### config.mk
export PLATFORM = sky130hd
export DESIGN_NAME = big_core_lsu
export DESIGN_NICKNAME = d
export VERILOG_FILES = /design/src/rtl/big_core_lsu.sv
export SDC_FILE = /design/constraint.sdc
export NUM_CORES = 1
export LEC_CHECK = 0
export ABC_CLOCK_PERIOD_IN_PS = 2320
export CAP_MARGIN = 20
export CORE_AREA = 5 5 125 139
export DETAILED_ROUTE_END_ITERATION = 8
export DIE_AREA = 0 0 130 144
export PLACE_DENSITY = 0.76
export SYNTH_ARGS = -nofsm -noshare
export SYNTH_HDL_FRONTEND = slang
export SYNTH_SLANG_ARGS = --single-unit
### constraint.sdc
create_clock -name Clk -period 2.32 [get_ports Clk]
set_input_delay 0.464 -clock Clk [delete_from_list [all_inputs] [get_ports Clk]]
set_output_delay 0.464 -clock Clk [all_outputs]
set_load 0.005 [all_outputs]
### src/rtl/big_core_lsu.sv
// Load/store unit: aligns core requests to memory byte lanes and extracts/extends load data.
// Optional BIG_CORE_LSU_MISALIGN_CHK_EN rejects misaligned half/word accesses without touching memory.
module big_core_lsu #(
  parameter int unsigned MEM_TIMEOUT  = 255,
  parameter logic [31:0] TIMEOUT_DATA = 32'hDEAD_BEEF
) (
  input  logic        Clk,
  input  logic        Rst,
  input  logic        CoreReqValid,
  output logic        CoreReqReady,
  input  logic [31:0] CoreAddress,
  input  logic [31:0] CoreWrData,
  input  logic [1:0]  CoreSize,
  input  logic        CoreSignExt,
  input  logic        CoreWrEn,
  input  logic        CoreRdEn,
  output logic        CoreRspValid,
  output logic [31:0] CoreRspData,
  output logic        MemReqValid,
  input  logic        MemReqReady,
  output logic [31:0] MemAddress,
  output logic [31:0] MemWrData,
  output logic [3:0]  MemByteEn,
  output logic        MemWrEn,
  input  logic        MemRspValid,
  input  logic [31:0] MemRspData,
  output logic        ErrTimeout
`ifdef BIG_CORE_LSU_MISALIGN_CHK_EN
  ,
  output logic        ErrMisalign
`endif
);

  // state    | meaning
  // IDLE     | ready for a core request
  // REQ      | memory request presented, waiting for MemReqReady
  // WAIT_RSP | load issued, waiting for read data or timeout
  // DONE     | one-cycle response to the core
  typedef enum logic [1:0] {IDLE, REQ, WAIT_RSP, DONE} lsuState_t;

  localparam logic [15:0] TMR_LOAD = 16'(MEM_TIMEOUT - 1);

  lsuState_t   state, nextState;
  logic [31:0] addrQ, wrDataQ, rspDataQ, loadData;
  logic [1:0]  sizeQ;
  logic        signExtQ, wrEnQ, timeoutQ;
  logic [15:0] tmrCnt;
  logic        accept, tmrDone, misaligned;
  logic [31:0] shifted;
  logic [3:0]  byteEn;
  logic [31:0] laneData;

  assign accept  = CoreReqValid && (state == IDLE) && (CoreRdEn || CoreWrEn);
  assign tmrDone = (tmrCnt == 16'd0);

`ifdef BIG_CORE_LSU_MISALIGN_CHK_EN
  logic misalignQ;
  assign misaligned = ((CoreSize == 2'b01) && CoreAddress[0]) ||
                      (CoreSize[1] && (CoreAddress[1:0] != 2'b00));
`else
  assign misaligned = 1'b0;
`endif

  always_ff @(posedge Clk) begin
    if (Rst) state <= IDLE;
    else     state <= nextState;
  end

  always_comb begin
    nextState = state;
    case (state)
      IDLE:     if (accept) nextState = misaligned ? DONE : REQ;
      REQ:      if (MemReqReady) nextState = wrEnQ ? DONE : WAIT_RSP;
      WAIT_RSP: if (MemRspValid || tmrDone) nextState = DONE;
      DONE:     nextState = IDLE;
      default:  nextState = IDLE;
    endcase
  end

  // Response timer counts down from MEM_TIMEOUT-1; terminal count in WAIT_RSP forces the error path.
  always_ff @(posedge Clk) begin
    if (Rst)                                   tmrCnt <= 16'd0;
    else if (state == REQ && MemReqReady)      tmrCnt <= TMR_LOAD;
    else if (state == WAIT_RSP && !tmrDone)    tmrCnt <= tmrCnt - 16'd1;
    else if (state == DONE)                    tmrCnt <= 16'd0;
  end

  always_ff @(posedge Clk) begin
    if (Rst) begin
      addrQ    <= '0;
      wrDataQ  <= '0;
      sizeQ    <= '0;
      signExtQ <= 1'b0;
      wrEnQ    <= 1'b0;
      rspDataQ <= '0;
      timeoutQ <= 1'b0;
`ifdef BIG_CORE_LSU_MISALIGN_CHK_EN
      misalignQ <= 1'b0;
`endif
    end else begin
      if (accept) begin
        addrQ    <= CoreAddress;
        wrDataQ  <= CoreWrData;
        sizeQ    <= CoreSize;
        signExtQ <= CoreSignExt;
        wrEnQ    <= CoreWrEn;
        rspDataQ <= '0;
        timeoutQ <= 1'b0;
`ifdef BIG_CORE_LSU_MISALIGN_CHK_EN
        misalignQ <= misaligned;
`endif
      end
      if (state == WAIT_RSP) begin
        if (MemRspValid) begin
          rspDataQ <= loadData;
        end else if (tmrDone) begin
          rspDataQ <= TIMEOUT_DATA;
          timeoutQ <= 1'b1;
        end
      end
    end
  end

  always_comb begin
    shifted  = MemRspData;
    loadData = MemRspData;
    case (sizeQ)
      2'b00: begin
        shifted  = MemRspData >> {addrQ[1:0], 3'b000};
        loadData = {{24{signExtQ & shifted[7]}}, shifted[7:0]};
      end
      2'b01: begin
        shifted  = MemRspData >> {addrQ[1], 4'b0000};
        loadData = {{16{signExtQ & shifted[15]}}, shifted[15:0]};
      end
      default: loadData = MemRspData;
    endcase
  end

  always_comb begin
    case (sizeQ)
      2'b00: begin
        byteEn   = 4'b0001 << addrQ[1:0];
        laneData = {4{wrDataQ[7:0]}};
      end
      2'b01: begin
        byteEn   = addrQ[1] ? 4'b1100 : 4'b0011;
        laneData = {2{wrDataQ[15:0]}};
      end
      default: begin
        byteEn   = 4'b1111;
        laneData = wrDataQ;
      end
    endcase
  end

  always_comb begin
    CoreReqReady = (state == IDLE);
    MemReqValid  = 1'b0;
    MemAddress   = '0;
    MemWrData    = '0;
    MemByteEn    = '0;
    MemWrEn      = 1'b0;
    CoreRspValid = 1'b0;
    CoreRspData  = '0;
    ErrTimeout   = 1'b0;
`ifdef BIG_CORE_LSU_MISALIGN_CHK_EN
    ErrMisalign  = 1'b0;
`endif
    if (state == REQ) begin
      MemReqValid = 1'b1;
      MemAddress  = {addrQ[31:2], 2'b00};
      MemWrData   = laneData;
      MemByteEn   = byteEn;
      MemWrEn     = wrEnQ;
    end
    if (state == DONE) begin
      CoreRspValid = 1'b1;
      CoreRspData  = rspDataQ;
      ErrTimeout   = timeoutQ;
`ifdef BIG_CORE_LSU_MISALIGN_CHK_EN
      ErrMisalign  = misalignQ;
`endif
    end
  end

endmodule

==> impl_metrics.csv <==
group,metric,value,unit
synthesis,synth_ff_type,"dfxtp_1",
power_and_ir_drop,p_leak,4.325,nW
cts,clock_latency,0.42,ns
timing,clock.fmax,445.4,MHz
setup_path,arrival,1.78,ns
timing,rsz0062_at_grt,"no",
synthesis,synth_largest_area_cell,"dfxtp_1",
run_status,status,"finished, final reports clean",
placed_design,hpwlAfterDp,15430,um
setup_path,slowest_stage,"dfxtp_4",
setup_path,crit_required,1.86,ns
synthesis,syn_area,0.006462,mm2
floorplan,die_w,130,um
setup_path,startpoint,"state[0]",
timing,min_period,2.245,ns
layout,final_cell_mix,"217 x nand2_1, 115 x dfxtp_1, 114 x clkdlybuf4s50_1",
routing,drtPass1Iterations,5,
synthesis,synth_top_area_share,36.86,%
timing,maxSlewViolCount,0,
layout,synthToLayoutAreaGrowth,52.57,%
floorplan,initial_utilization,40.54,%
cts,root_buffer,"clkbuf_16",
layout,fillers,1386,
synthesis,synth.avg_cell_area,7.998,um2
worst_hold_path,worstHoldStart,"addrQ[18]",
timing,relSlewSlack,39.34,%
global_route,grt_pass1_wl,34610,um
synthesis,synthArstFlopShare,0,%
cts,cts_made_buffers,17,
placed_design,globalplace.congestion,0.8303,
layout,insertedDiodeCount,0,
setup_path,crit_type,"reg -> out",
global_route,overflow,0,
placed_design,placed_cell_area,0.008972,mm2
layout,stdcell_count,1251,
worst_hold_path,hold_path_class,"reg -> reg",
synthesis,seq_area_frac_synth,36.86,%
setup_path,crit_chain,"ha_4 -> buf_12 -> buf_12 -> buf_12 -> and2_1 -> dlygate4sd2_1",
synthesis,ys_seq_elements,119,
routing,via_per_inst,5.413,
layout,final-seq-area,0.002390,mm2
global_route,grt_max_degree,61,
cts,cts_sinks,119,
layout,mostFrequentLayoutCell,"nand2_1",
routing,routed_wl,21920,um
layout,nets,1147,
job,maxCapViolCount,0,
floorplan,core,0.01594,mm2
routing,wl_per_cell,17.52,um
routing,ant_nets,0,
floorplan,rows,49,
timing,fin_worst_skew,0.006607,ns
setup_path,r2r-start,"state[1]",
synthesis,synth_area_leaders,"dfxtp_1 37%, nand2_1 13%, and2_1 7.5%",
placed_design,dp_cells,1203,
routing,vias,6772,
layout,multi_input_area,0.003861,mm2
routing,drc,0,
synthesis,ys_warn_count,0,
cts,clk_pin_slew,0.05,ns
floorplan,fp.dieH,144,um
synthesis,synth-edff-count,0,
power_and_ir_drop,irDropWorstVdd,576.3,uV
global_route,antenna_found_initial,0,
power_and_ir_drop,p_total,9.872,mW
synthesis,synth.distinct_cells,66,
floorplan,boundaryPins,211,
setup_path,crit_top_cell,"buf_12",
synthesis,synthCells,808,
routing,drt_iter0_drc,476,
cts,htreeDepth,4,
global_route,grt_pass1_vias,6683,
cts,tritoncts,"yes",
setup_path,critPathCaptureType,"output pin",
layout,finalInstanceArea,0.009859,mm2
layout,post-route-util,61.85,%
timing,period_share,96.78,%
timing,fin_ws,0.07475,ns
timing,finalSetupViolCount,0,
cts,clk_path_buf_depth,2,
setup_path,crit_fanout,16,
placed_design,port_buffers,208,
power_and_ir_drop,p_per_area,1001,mW/mm2
timing,tightestPinTransition,0.9044,ns
setup_path,slowest_delay,0.36,ns
floorplan,die_area,0.01872,mm2
setup_path,setup.worst_path.start_class,"flip-flop",
layout,final_layout_size_suffix_gt1_share,15.00,%
placed_design,place_ws,-0.00001921,ns
global_route,track_usage,23.33,%
timing,hold_violations,0,
path summary, 6_finish.rpt:
path | cells past startpoint | slack (ns) | end
setup / recovery | 6 | 0.07 | MemAddress[9]
hold / removal | 2 | 0.45 | addrQ[18]
setup reg to reg | 6 | 0.14 | tmrCnt[7]
hold reg to reg | 2 | 0.45 | addrQ[18]
flip-flops by register name, indices dropped and copies added, names as in the netlist:
name / cells
signExtQ: 1
rspDataQ: 32
timeoutQ: 1
tmrCnt: 16
wrEnQ: 1
sizeQ: 2
addrQ: 32
state: 2
wrDataQ: 32
cell usage after synthesis (6+ instances only):
| cell | n |
|---|---|
| nand2_1 | 218 |
| dfxtp_1 | 119 |
| and2_1 | 77 |
| a21oi_1 | 71 |
| clkbuf_1 | 48 |
| mux2i_1 | 19 |
| a221oi_2 | 18 |
| nor2_1 | 18 |
| a221oi_1 | 13 |
| a22o_1 | 12 |
| o21ai_0 | 12 |
| nor2b_1 | 11 |
| a21boi_0 | 9 |
| o211a_1 | 9 |
| a32o_1 | 8 |
| mux2_2 | 8 |
| or3_1 | 8 |
| a211oi_1 | 7 |
| ha_1 | 7 |
| inv_1 | 7 |
| a31oi_1 | 6 |
| buf_2 | 6 |
| o211ai_1 | 6 |
| o21bai_1 | 6 |
| or4_1 | 6 |
worst max-delay path, delay by kind of cell, from the launching register on:
family / cells / cell delay [ns]
AND/OR/NAND/NOR: 1 / 0.16
adder cells (fa/ha/maj): 1 / 0.18
buffers and inverters: 4 / 0.66
flip-flops: 1 / 0.36
power breakdown:
part / internal (mW) / switching [mW] / total [mW]
registers: 2.48 / 0.315 / 2.79
logic: 2.06 / 2.28 / 4.35
clock network: 1.77 / 0.962 / 2.73
total: 6.31 / 3.56 / 9.87
logic make-up after synthesis:
logic type / Yosys count / share of synthesized area [%]
buffers and inverters: 74 / 4.937
AO/OA/AOI/OAI: 205 / 24.30
flip-flops: 119 / 36.86
XOR/XNOR: 1 / 0.1356
AND/OR/NAND/NOR: 372 / 27.32
multiplexers: 29 / 5.034
other: 1 / 0.05803
adder cells (fa/ha/maj): 7 / 1.355
metrics by stage:
stage / setup TNS (ns) / hold slack (ns)
after floorplan: 0 / 0.4317
after global placement: 0 / 0.4373
after global routing: 0 / 0.4670
after detailed placement: -0.00001921 / 0.4426
after CTS: -0.2176 / 0.4496
final: 0 / 0.4491
final cells by class:
type / count / share of cell area, %
Inverter: 9 / 0.3426
Timing Repair Buffer: 271 / 27.40
Clock inverter: 11 / 1.497
Multi-Input combinational cell: 616 / 39.16
Sequential cell: 119 / 24.24
Tap cell: 204 / 2.589
Clock buffer: 21 / 4.772
metal layers:
layer | share of wire, % | vias to the layer above | GRT usage, %
met4 | 2.4 | 0 | 8.042
met1 | 40 | 3188 | 27.35
li1 | - | 3282 | -
met2 | 49 | 266 | 39.53
met5 | 0 | - | 0
met3 | 9.0 | 36 | 8.349
timing repair:
item	4_1_cts	5_1_grt
setup endpoints to repair	101	26
gates resized for setup	109	26
cloned	2	1
hold buffers	0	0
pin swaps	2	3
buffers inserted	8	6
Note: power is estimated with default switching activity, not from simulation.
